==> src/rtl/iterative_alu.sv <==
// Multi-cycle execute ALU: single-cycle logic/arith/compare, 1-bit-per-cycle shifter.
// Define ITERATIVE_ALU_BARREL_SHIFT_EN to replace the iterative shifter with a one-cycle barrel shifter.
module iterative_alu #(
    parameter int WIDTH = 32
) (
    input  logic             clk,
    input  logic             reset,
    input  logic             start,
    input  logic [3:0]       ALUControl,
    input  logic [WIDTH-1:0] SrcA,
    input  logic [WIDTH-1:0] SrcB,
    output logic             busy,
    output logic             done,
    output logic [WIDTH-1:0] ALUResult,
    output logic             Zero
);
    localparam int SHAMT_W = $clog2(WIDTH);

    typedef enum logic [1:0] {IDLE, SHIFT, DONE} state_t;
    state_t state, state_nxt;

    logic [SHAMT_W-1:0] shamt;
    logic [WIDTH-1:0]   alu_res;
    logic               lt_s, lt_u;

    assign shamt = SrcB[SHAMT_W-1:0];
    assign lt_s  = $signed(SrcA) < $signed(SrcB);
    assign lt_u  = SrcA < SrcB;
    assign busy  = (state != IDLE);
    assign done  = (state == DONE);

    always_comb begin
        alu_res = '0;
        case (ALUControl)
            4'b0000, 4'b1001: alu_res = SrcA + SrcB;
            4'b0001:          alu_res = SrcA - SrcB;
            4'b0010:          alu_res = SrcA & SrcB;
            4'b0011:          alu_res = SrcA | SrcB;
            4'b0110:          alu_res = SrcA ^ SrcB;
            4'b0101, 4'b1101: alu_res = {{(WIDTH-1){1'b0}}, lt_s};
            4'b1111:          alu_res = {{(WIDTH-1){1'b0}}, lt_u};
`ifdef ITERATIVE_ALU_BARREL_SHIFT_EN
            4'b0100:          alu_res = SrcA << shamt;
            4'b0111:          alu_res = SrcA >> shamt;
            4'b1000:          alu_res = WIDTH'($signed(SrcA) >>> shamt);
`endif
            default:          alu_res = '0;
        endcase
    end

`ifdef ITERATIVE_ALU_BARREL_SHIFT_EN
    always_comb begin
        state_nxt = state;
        case (state)
            IDLE:    if (start) state_nxt = DONE;
            default: state_nxt = IDLE;
        endcase
    end

    always_ff @(posedge clk or posedge reset) begin
        if (reset) begin
            ALUResult <= '0;
            Zero      <= 1'b1;
        end else if (state == IDLE && start) begin
            ALUResult <= alu_res;
            Zero      <= (alu_res == '0);
        end
    end
`else
    logic               is_shift;
    logic [WIDTH-1:0]   shreg, sh1;
    logic [SHAMT_W-1:0] cnt;
    logic [3:0]         op;

    assign is_shift = (ALUControl == 4'b0100) || (ALUControl == 4'b0111) || (ALUControl == 4'b1000);

    always_comb begin
        case (op)
            4'b0100: sh1 = {shreg[WIDTH-2:0], 1'b0};
            4'b0111: sh1 = {1'b0, shreg[WIDTH-1:1]};
            default: sh1 = {shreg[WIDTH-1], shreg[WIDTH-1:1]};
        endcase
    end

    always_comb begin
        state_nxt = state;
        case (state)
            IDLE:    if (start) state_nxt = (is_shift && shamt != '0) ? SHIFT : DONE;
            SHIFT:   if (cnt == SHAMT_W'(1)) state_nxt = DONE;
            default: state_nxt = IDLE;
        endcase
    end

    always_ff @(posedge clk or posedge reset) begin
        if (reset) begin
            ALUResult <= '0;
            Zero      <= 1'b1;
            shreg     <= '0;
            cnt       <= '0;
            op        <= '0;
        end else begin
            case (state)
                IDLE: if (start) begin
                    if (is_shift && shamt != '0) begin
                        shreg <= SrcA;
                        cnt   <= shamt;
                        op    <= ALUControl;
                    end else begin
                        // shift by zero passes SrcA through; alu_res is 0 for shift codes
                        ALUResult <= is_shift ? SrcA : alu_res;
                        Zero      <= is_shift ? (SrcA == '0) : (alu_res == '0);
                    end
                end
                SHIFT: begin
                    shreg <= sh1;
                    cnt   <= cnt - SHAMT_W'(1);
                    if (cnt == SHAMT_W'(1)) begin
                        ALUResult <= sh1;
                        Zero      <= (sh1 == '0);
                    end
                end
                default: ;
            endcase
        end
    end
`endif

    always_ff @(posedge clk or posedge reset) begin
        if (reset) state <= IDLE;
        else       state <= state_nxt;
    end
endmodule

==> config.mk <==
export PLATFORM = sky130hd
export DESIGN_NAME = iterative_alu
export DESIGN_NICKNAME = d
export VERILOG_FILES = /design/src/rtl/iterative_alu.sv
export SDC_FILE = /design/constraint.sdc
export NUM_CORES = 1
export LEC_CHECK = 0
export ABC_CLOCK_PERIOD_IN_PS = 5600
export CAP_MARGIN = 20
export CORE_ASPECT_RATIO = 0.6
export CORE_MARGIN = 2
export CORE_UTILIZATION = 30
export DETAILED_ROUTE_END_ITERATION = 10
export PLACE_DENSITY = 0.47
export SLEW_MARGIN = 15
export SYNTH_ARGS = -nofsm -noshare
export SYNTH_HDL_FRONTEND = slang
export SYNTH_SLANG_ARGS = --single-unit
==> constraint.sdc <==
create_clock -name clk -period 5.6 [get_ports clk]
set_input_delay 1.12 -clock clk [delete_from_list [all_inputs] [get_ports clk]]
set_output_delay 1.12 -clock clk [all_outputs]
set_load 0.02 [all_outputs]
* After elaboration in Yosys (flattened, before gate mapping)
Cells that the tools add are included.
Storage, ports and cells: output and inout port bits 35, word-level logic and storage cells 73, register bits after elaboration 76, input port bits 71
Cells by class: reductions and logical operators 17, equal/unequal tests 20, $add $sub $neg 3, bitwise operators 3, multiplexer cells 22, $lt $le $gt $ge 2
Operator list (number):
- 32-bit one-hot mux with 7 select lines | 1
- 32-bit 2-to-1 mux | 6
- 32-bit one-hot mux with 2 select lines | 3
- 32-bit logical NOT | 3
- 32-bit < comparator | 2
- 32-bit adder | 1
- 32-bit AND | 1
- 32-bit bitwise OR | 1
- 32-bit subtractor | 1
- 32-bit XOR | 1
- 4-bit by 3-bit == test with 1-bit output, second input constant | 6
- 4-bit == test, second input constant | 4
- 5-bit 2-to-1 mux | 2
- 5-bit one-hot mux with 2 select lines | 1
- 4-bit by 2-bit == test with 1-bit output, second input constant | 2
- 2-bit != test, second input constant | 4
- 2-bit 2-to-1 mux | 3
- 3-bit AND reduction | 2
- 5-bit by 1-bit == test with 1-bit output, second input constant | 1
- 5-bit nonzero test | 1
- 5-bit by 1-bit subtractor with 5-bit output, second input constant | 1
- 4-bit by 1-bit == test with 1-bit output, second input constant | 1
- 4-bit logical NOT | 1
- 1-bit 2-to-1 mux | 4
- 11 further kinds | 14

* Longest topological paths before layout
Gate-level depths: netlist of the first run.
word-level depth 8, depth in mapped cells 14

* Worst setup path after synthesis of the first run
OpenSTA, ideal clock, no wires.
kind in2reg, start in SrcA[0], end reg Zero, path slack 1.295 ns, library setup time 0.091 ns, path buffers 0, arrival time 4.215 ns, stages 14, path through inv_1 ha_1 fa_1 or2_1 a2111o_1 a31oi_1 o31ai_1 nand3_1 mux2_1 a221oi_1 o211ai_1 nor4_1 nand3_1 o31ai_1
Between the ends: cells in the longest elaborated chain, start to end 7, elaborated cells between the ends (all ways) 14
Ends and longest elaborated chain:
- from (decl) | line 10 | input logic [WIDTH-1:0] SrcA,
- 32-bit subtractor, or another cell as far along | line 36 | 4'b0001: alu_res = SrcA - SrcB;
- 32-bit one-hot mux with 7 select lines | line 34 | case (ALUControl)
- 32-bit logical NOT | line 111 | Zero <= is_shift ? (SrcA == '0) : (alu_res == '0);
- 1-bit 2-to-1 mux (*) | line 111
- 1-bit 2-to-1 mux (*) | line 104 | if (is_shift && shamt != '0) begin
- 1-bit 2-to-1 mux (*) | line 103 | IDLE: if (start) begin
- 1-bit one-hot mux with 2 select lines (*) | line 102 | case (state)
- to (signal assigned) | line 111
- to (signal assigned) | line 119 | Zero <= (sh1 == '0);
- to (decl) | line 15 | output logic Zero
Mark *: on every way between the ends. The rest lies on a longest branch, timed or not. The select of a mux whose other input is x is not followed. A chain may end at the register's enable or synchronous reset.

* Final worst setup path of the first run
Ends and elaborated chain as after synthesis.

==> results.yml, run 1 <==
status:
  status: "complete, no violations"
sta:
  maxSlewViolCount: 0
  timing.fmax_mhz: 189
  setup_viol: 0
  maxSlewHeadroom_pct: 29.3
  fin_crit_ns: 5.29
  clock_skew_ns: 0.0107
  rsz0062_at_grt: "no"
  setup_tns_ns: 0
  min_period_over_period_pct: 94.4
  tightest_slew_ns: 1.03
  hold_viol_final: 0
layout:
  nNetsFinal: 1746
  area_growth_pct: 24.9
  fin_cells: 1987
  antennaDiodeCount: 0
  final_util_pct: 38.2
  drive_gt1_share_pct: 11.8
  stdcell_area_sq_um: 12400
synthesis:
  synthArstFlopShare_pct: 100
  yosys_warnings: 0
  netlist_area_sq_um: 9960
  syn-num-nets: 1598
  ys_types: 91
  seq_area_frac_synth_pct: 19.1
  syn_area_per_cell_sq_um: 7.06
  synth_edf_count: 0
  yosys_register_bits: 76
  netlist_instances: 1410
  synth-main-ff-cell: "dfrtp_1"
grt:
  antenna_found_initial: 0
  grt_usage_pct: 27.4
  grt_pass1_wl_mm: 71.1
  grt_max_degree: 59
  grt.overflow.total: 0
  grt_pass1_vias: 10900
floorplanning:
  die_w_microns: 239
  floorplan.initialDensity_pct: 30.6
  rows: 51
  die_area_sq_um: 34700
  io-pin-count: 106
  core_area_sq_um: 32500
  die_y_microns: 145
route:
  postRouteWirelength_mm: 47.8
  wl_per_cell_microns: 24.1
  drc_errors: 0
  firstDrtPassIters: 9
  drt_iter0_drc: 1465
  routed_via_density: 5.82
  vias: 11600
  antenna_left: 0
power_and_ir_drop:
  comb_power_share_pct: 56.5
  p_total_mw: 3.89
  power_leakage_nw: 5.49
  p_sw_mw: 1.93
  swShare_pct: 49.5
  p_per_area_nw_per_um2: 313
  peakVddDrop_mv: 0.157
  p_int_mw: 1.96
  p_seq_share_pct: 28.1
  p_clk_share_pct: 15.4
clock_tree:
  clkLatencyLatePin_ns: 0.37
  tritoncts: "done"
  cts_buffers: 9
  cts.sinks: 76
  clk_root_buffer_cell: "clkbuf_16"
  cts_setup_buffers: 0
  clock_tree.buffer_depth: 2
  clkTransAtPathRegs_ns: 0.07
  h-tree-depth: 3
hold_path:
  min_path_type: "reg -> reg"
setup_path:
  crit_required_ns: 5.88
  cp_max_fo: 6
  end_kind: "flop"
  worstPathArrival_ns: 5.57
  worst_setup_path_start_kind: "input port"
  path_class: "in -> reg"
placement:
  placed_area_sq_um: 12100
  place_hpwl_mm: 37.9
  dpl.cell_count: 1971
  port_buffers: 105
  gp_congestion: 0.982
flow_run:
  max-cap-violations: 0
## critical path: stages
cell and delay, ns:
clkdlybuf4s50_1 0.60, inv_1 0.10, ha_1 0.24, fa_1 0.45, or2_1 0.28, a2111o_1 0.47, a31oi_2 0.29, buf_4 0.18
o31ai_1 0.10, nand3_1 0.13, buf_4 0.14, nor3_1 0.05, o32a_1 0.29, o21ai_0 0.47, and4_1 0.30, nand3_1 0.10
o31ai_1 0.25
## power by group through the flow
stage          clock network (mW)  registers (mW)  logic [mW]
4_1_cts                     0.610            1.09        2.18
2_1_floorplan                   0            1.12        1.16
3_3_place_gp                    0            1.09        2.17
6_report                    0.598            1.09        2.20
3_5_place_dp                    0            1.09        2.17
5_1_grt                     0.634            1.13        2.40
## cell usage in the layout, fill, tap and decap left out, types with 9 or more instances in the layout
cell type,n
nand2_1,229
nor2_1,92
clkbuf_16,9
o21ai_1,12
nor2b_1,13
and2_1,11
o31ai_1,27
a21oi_1,122
nor3_1,23
o21ai_0,83
ha_1,115
o22ai_1,9
nand2b_1,11
a21o_1,14
o21a_1,9
buf_4,121
dfrtp_1,75
o211ai_1,64
clkdlybuf4s50_1,104
nor4_1,30
inv_1,93
nand3_1,57
a211oi_1,29
nand4_1,14
## cell type report
type                            instances  area [sq um]
Inverter                              102           384
Clock buffer                            9           225
Sequential cell                        76          1900
Fill cell                            3485         20100
Timing Repair Buffer                  227          1970
Multi-Input combinational cell       1142          7360
Tap cell                              424           531
Clock inverter                          7          66.3
## final timing paths
check	from	end	slack [ns]	cells past startpoint
min reg2reg	ALUResult[8]	ALUResult[8]	0.48	2
max	SrcA[0]	Zero	0.31	17
min in group asynchronous	reset	ALUResult[18]	1.21	2
max in group asynchronous	reset	Zero	3.40	3
max reg2reg	shreg[6]	Zero	2.04	11
min	ALUResult[8]	ALUResult[8]	0.48	2
## registers in the layout (all words and copies together), names as in the netlist
name       cells
ALUResult     32
Zero           1
cnt            5
op             4
shreg         32
state          2
## synthesized netlist by cell type (all sizes together), types with 29 or more instances
| cell type | n | area (sq um) |
|---|---|---|
| a211oi | 29 | 218 |
| a21oi | 123 | 627 |
| clkbuf | 70 | 263 |
| dfrtp | 75 | 1880 |
| ha | 115 | 1440 |
| inv | 101 | 379 |
| nand2 | 229 | 860 |
| nand3 | 57 | 285 |
| nor2 | 94 | 353 |
| nor4 | 31 | 194 |
| o211ai | 64 | 480 |
| o21ai | 96 | 484 |
## kinds of logic after synthesis
| family | count (synthesis) | synth area share [%] |
|---|---|---|
| XOR/XNOR | 6 | 0.528 |
| multiplexers | 11 | 1.17 |
| buffers and inverters | 192 | 7.47 |
| AND/OR/NAND/NOR | 532 | 24.9 |
| flip-flops | 76 | 19.1 |
| AO/OA/AOI/OAI | 476 | 31.9 |
| adder cells (fa/ha/maj) | 117 | 14.8 |
## what timing repair did
action                     in CTS  in global routing
hold buffers                    0                  0
resized for setup               0                  1
setup endpoints to repair       0                  1
## through the flow
| stage | worst slack (ns) | hold slack (ns) |
|---|---|---|
| global placement | -0.0163 | 0.462 |
| detailed placement | -0.0141 | 0.472 |
| finish | 0.314 | 0.478 |
| CTS | 0.337 | 0.487 |
| floorplan | 1.29 | 0.469 |
| global route | 0.0138 | 0.515 |
## metal layers
layer	wire, microns	vias up	share of wire (%)	GRT usage [%]
li1	-	5413	-	-
met1	23300	5470	49	42.0
met2	17900	610	37	35.8
met3	4970	77	10	7.25
met4	1520	2	3.2	8.38
met5	110	-	0.23	2.45
(Power assumes the default switching activity.)
==> run 2: changes to the inputs <==
CAP_MARGIN = default   (was 20)
CORE_MARGIN = default   (was 2)
==> run 2 against run 1 <==
Global-route usage rose by 0.83 points. Sequential power barely moved. Worst hold slack worse by 0.0035 ns. Die area shrank 2.2%. Setup slack worse by 0.10 ns. Wire length up 0.48%. Design area shrank 0.29%. Register-to-register slack lost 0.09 ns. Non-clock buffer count down 4. Combinational power about the same. Critical path type unchanged. Largest cell class unchanged. Highest routed layer is now met4.
==> results.yml, run 2 (synthesized netlist as in run 1, its figures left out) <==
grt:
  grt_pass1_wl_mm: 71.2
  grt_max_degree: 54
  grt_pass1_vias: 10700
  grt.overflow.total: 0
  grt_usage_pct: 28.2
  antenna_found_initial: 0
layout:
  drive_gt1_share_pct: 11.4
  antennaDiodeCount: 0
  layout_commonest_cell: "nand2_1"
  top_regs: "ALUResult: 32 flops, shreg: 32 flops, cnt: 5 flops"
  nNetsFinal: 1742
  area_growth_pct: 24.5
  mostFrequentLayoutCells: "229 x nand2_1, 122 x a21oi_1, 118 x buf_4"
  fin_cells: 1983
  fill_cells: 3488
setup_path:
  path_class: "in -> reg"
  r2r-end: "Zero"
  r2r_start: "cnt[0]"
  worstPathArrival_ns: 5.61
  endpoint: "ALUResult[26]"
  crit_required_ns: 5.82
  worst_setup_path_start_kind: "input port"
  startpoint: "SrcA[5]"
  end_kind: "flop"
  cp_max_fo: 9
  reg2regPathDepth: 11
  reg2reg_slack_ns: 1.95
clock_tree:
  clkTransAtPathRegs_ns: 0.07
  tritoncts: "done"
  clk_root_buffer_cell: "clkbuf_16"
  cts_buffers: 9
  cts.sinks: 76
  cts_setup_buffers: 0
  clkLatencyLatePin_ns: 0.36
  clock_tree.buffer_depth: 2
  h-tree-depth: 3
  cts_resized: 0
  cts_hold_buf: 0
placement:
  place_hpwl_mm: 38.0
  port_buffers: 105
  pre_cts_ws_ns: -0.00196
  dpl.cell_count: 1967
  gp_congestion: 1.01
sta:
  tightest_slew_ns: 1.25
  timing.fmax_mhz: 186
  setup_tns_ns: 0
  hold_viol_final: 0
  fin_ws_ns: 0.213
  rsz0062_at_grt: "no"
  maxSlewViolCount: 0
  maxSlewHeadroom_pct: 16.2
  setup_viol: 0
  fin_crit_ns: 5.39
  clock_skew_ns: 0.0111
  min_period_over_period_pct: 96.2
floorplanning:
  rows: 51
  core_area_sq_um: 32500
  floorplan.initialDensity_pct: 30.6
  die_w_microns: 237
  die_y_microns: 143
  die_area_sq_um: 34000
  io-pin-count: 106
route:
  drc_errors: 0
  postRouteWirelength_mm: 48.1
  vias: 11700
  antenna_left: 0
  drt_iter0_drc: 1509
  firstDrtPassIters: 6
  routed_via_density: 5.88
  wl_per_cell_microns: 24.2
power_and_ir_drop:
  p_per_area_nw_per_um2: 316
  p_total_mw: 3.92
  peakVddDrop_mv: 0.155
  power_leakage_nw: 5.46
status:
  status: "complete, no violations"
flow_run:
  max-cap-violations: 0
hold_path:
  min_path_type: "reg -> reg"
run 2: worst min-delay path by stage:
stage                              from             to  cells past startpoint
after global placement     ALUResult[6]   ALUResult[6]                      2
after floorplan               shreg[30]      shreg[30]                      2
after global routing      ALUResult[19]  ALUResult[19]                      2
after CTS                  ALUResult[1]   ALUResult[1]                      2
after detailed placement   ALUResult[1]   ALUResult[1]                      2
final                      ALUResult[1]   ALUResult[1]                      2
run 2: power by group:
part | internal, mW | leakage (nW) | switching [mW]
Clock | 0.359 | 0.138 | 0.266
Sequential | 0.811 | 0.940 | 0.286
Combinational | 0.832 | 4.38 | 1.37
Total | 2.00 | 5.46 | 1.92
run 2: worst max-delay path, stage by stage:
cell             delay [ns]
clkdlybuf4s50_1        0.63
inv_1                  0.08
ha_1                   0.46
buf_4                  0.22
a21oi_1                0.32
o21ai_0                0.37
a21oi_1                0.49
nand3_1                0.28
a21bo_2                0.29
a211oi_1               0.33
nor3b_1                0.11
o41ai_1                0.74
o21ai_0                0.16
run 2: metal layers:
metal  up-vias  part of all wire (%)  global-route usage [%]
met5         -                     0                       0
met4         0                   2.0                    6.62
met2       658                    38                    37.6
met3        63                    10                    6.84
met1      5546                    50                    43.9
li1       5401                     -                       -
run 2: per-stage QoR:
stage / instance area (sq um) / utilization [%] / hold slack, ns
6_report: 12400 / 38.1 / 0.475
4_1_cts: 12400 / 38.1 / 0.482
3_3_place_gp: 12100 / 37.2 / 0.464
3_5_place_dp: 12100 / 37.2 / 0.469
2_1_floorplan: 9960 / - / 0.469
5_1_grt: 12400 / 38.1 / 0.510
run 2: layout make-up:
| type | instances | area, sq um | area share [%] |
|---|---|---|---|
| clock buffer | 11 | 243 | 1.96 |
| clock inverter | 5 | 61.3 | 0.494 |
| inverter | 102 | 384 | 3.10 |
| multi-input combinational | 1142 | 7350 | 59.3 |
| sequential | 76 | 1900 | 15.3 |
| tap | 424 | 531 | 4.28 |
| timing repair buffer | 223 | 1930 | 15.6 |
==> run 3: changes to the inputs <==
ABC_CLOCK_PERIOD_IN_PS = 5000   (was 5600)
CORE_UTILIZATION = 50   (was 30)
CTS_CLUSTER_SIZE = 8   (was default)
PLACE_DENSITY = 0.71   (was 0.47)
clock period = 5 ns   (was 5.6 ns; I/O delays follow)
==> run 3 against run 2 <==
Sequential power rose by 13%. Register-to-register slack got worse by 0.48 ns. Worst hold slack lost 0.0016 ns. Count of clock-buffer cells in the layout down 1. Sequential share of layout area decreased by 0.24 points. Cell count fell by 5.4%. Largest power group unchanged. Wire length decreased by 6.5%. Global-route usage is 15 points higher. Non-clock buffer count is 47 higher. First-iteration DRC count rose by 37%. Setup slack got worse by 0.043 ns.
==> results.yml, run 3 (synthesized netlist as in run 1, its figures left out) <==
power_and_ir_drop:
  peakVddDrop_mv: 0.367
  power_leakage_nw: 5.71
  p_per_area_nw_per_um2: 352
layout:
  layout_commonest_cell: "nand2_1"
  top_regs: "ALUResult: 32 flops, shreg: 32 flops, cnt: 5 flops"
  mostFrequentLayoutCells: "229 x nand2_1, 165 x buf_4, 122 x a21oi_1"
  fill_cells: 1687
  fin_cells: 1875
  nNetsFinal: 1789
  stdcell_area_sq_um: 12600
  area_growth_pct: 26.5
  drive_gt1_share_pct: 14.4
sta:
  fin_ws_ns: 0.170
  timing.fmax_mhz: 207
  fin_hold_ws_ns: 0.473
  min_period_over_period_pct: 96.6
  maxSlewViolCount: 0
  rsz0062_at_grt: "no"
  clock_skew_ns: 0.00874
  hold_viol_final: 0
  setup_viol: 0
  fin_crit_ns: 4.83
  tightest_slew_ns: 1.10
  maxSlewHeadroom_pct: 25.8
clock_tree:
  h-tree-depth: 3
  cts_setup_buffers: 0
  clock_tree.buffer_depth: 2
  cts_hold_buf: 0
  tritoncts: "done"
  clk_root_buffer_cell: "clkbuf_16"
  cts_resized: 0
  clkLatencyLatePin_ns: 0.35
  clkTransAtPathRegs_ns: 0.07
  cts.sinks: 76
  cts_buffers: 9
placement:
  place_hpwl_mm: 35.3
  dpl.cell_count: 1856
  port_buffers: 105
  placed_area_sq_um: 12300
  gp_congestion: 1.04
  pre_cts_ws_ns: -0.272
hold_path:
  min_path_type: "reg -> reg"
route:
  firstDrtPassIters: 7
  routed_via_density: 6.66
  antenna_left: 0
  wl_per_cell_microns: 24.0
  postRouteWirelength_mm: 44.9
  drt_iter0_drc: 2062
  vias: 12500
  drc_errors: 0
setup_path:
  end_kind: "flop"
  crit_required_ns: 5.26
  reg2reg_slack_ns: 1.47
  slowest_stage: "a2111oi_0"
  path_class: "in -> reg"
  cp_slowest_stage_delay_ns: 0.50
  cp_max_fo: 4
  cp_common_cell: "buf_4"
  worst_setup_path_start_kind: "input port"
  worstPathArrival_ns: 5.09
  path_cells: "clkdlybuf4s50_1, buf_4, ha_1, fa_1, a211oi_1, buf_4, o211ai_1, a2111oi_0, a21oi_1, a41oi_1, xnor2_1, nor2_1, nor4_2, and4_1, nand3_1, o31ai_1"
flow_run:
  max-cap-violations: 0
grt:
  grt_max_degree: 82
  grt_usage_pct: 43.5
  grt_pass1_wl_mm: 67.6
  grt_pass1_vias: 11300
  antenna_found_initial: 4
  grt.overflow.total: 0
floorplanning:
  io-pin-count: 106
  floorplan.initialDensity_pct: 51.7
  die_y_microns: 111
  core_area_sq_um: 19300
  rows: 39
  die_area_sq_um: 20500
  die_w_microns: 184
status:
  status: "complete, no violations"
## run 3: changes by cell type in the layout (fill, tap and decap cells not counted), moves of 2 or more
cell / delta
buf_4: +47
clkinvlp_4: -3
diode_2: +3
inv_6: +2
nor4_1: -3
nor4_2: +3
## run 3: power breakdown
part	switching, mW	internal, mW	total [mW]
clock network	0.289	0.405	0.694
registers	0.336	0.907	1.24
logic	1.54	0.970	2.51
## run 3: cell type report
class | count | area, sq um | area share, %
sequential | 76 | 1900 | 15.1
tap | 266 | 333 | 2.64
timing repair buffer | 270 | 2280 | 18.1
antenna | 3 | 7.51 | 0.0596
clock buffer | 10 | 239 | 1.90
multi-input combinational | 1142 | 7380 | 58.6
clock inverter | 6 | 70.1 | 0.556
inverter | 102 | 384 | 3.05
## run 3: through the flow
step / setup TNS [ns] / util [%] / power [mW]
after floorplan: 0 / - / 2.55
after global placement: -0.444 / 63.6 / 3.56
after detailed placement: -0.439 / 63.6 / 3.61
after CTS: 0 / 65.2 / 4.32
final: 0 / 65.4 / 4.44
after global routing: 0 / 65.4 / 4.66
## run 3: worst max-delay path, delay by kind of cell
| kind | cells | cell delay, ns |
|---|---|---|
| fa+ha+maj | 2 | 0.63 |
| xor+xnor | 1 | 0.14 |
| buf+inv | 3 | 0.81 |
| compound gates | 6 | 1.57 |
| simple gates | 4 | 0.94 |
## run 3: path summary, 6_finish.rpt
kind	from	to	cells past startpoint
setup / recovery	SrcA[0]	Zero	16
hold / removal	ALUResult[31]	ALUResult[31]	1
setup reg to reg	shreg[6]	Zero	11
hold reg to reg	ALUResult[31]	ALUResult[31]	1
max in group asynchronous	reset	cnt[0]	3
min in group asynchronous	reset	ALUResult[20]	2
## run 3: layer usage
layer | track usage (%) | part of all wire (%)
met3 | 17.9 | 16
met2 | 58.2 | 38
met1 | 62.4 | 43
met5 | 0 | 0.042
met4 | 13.2 | 3.2
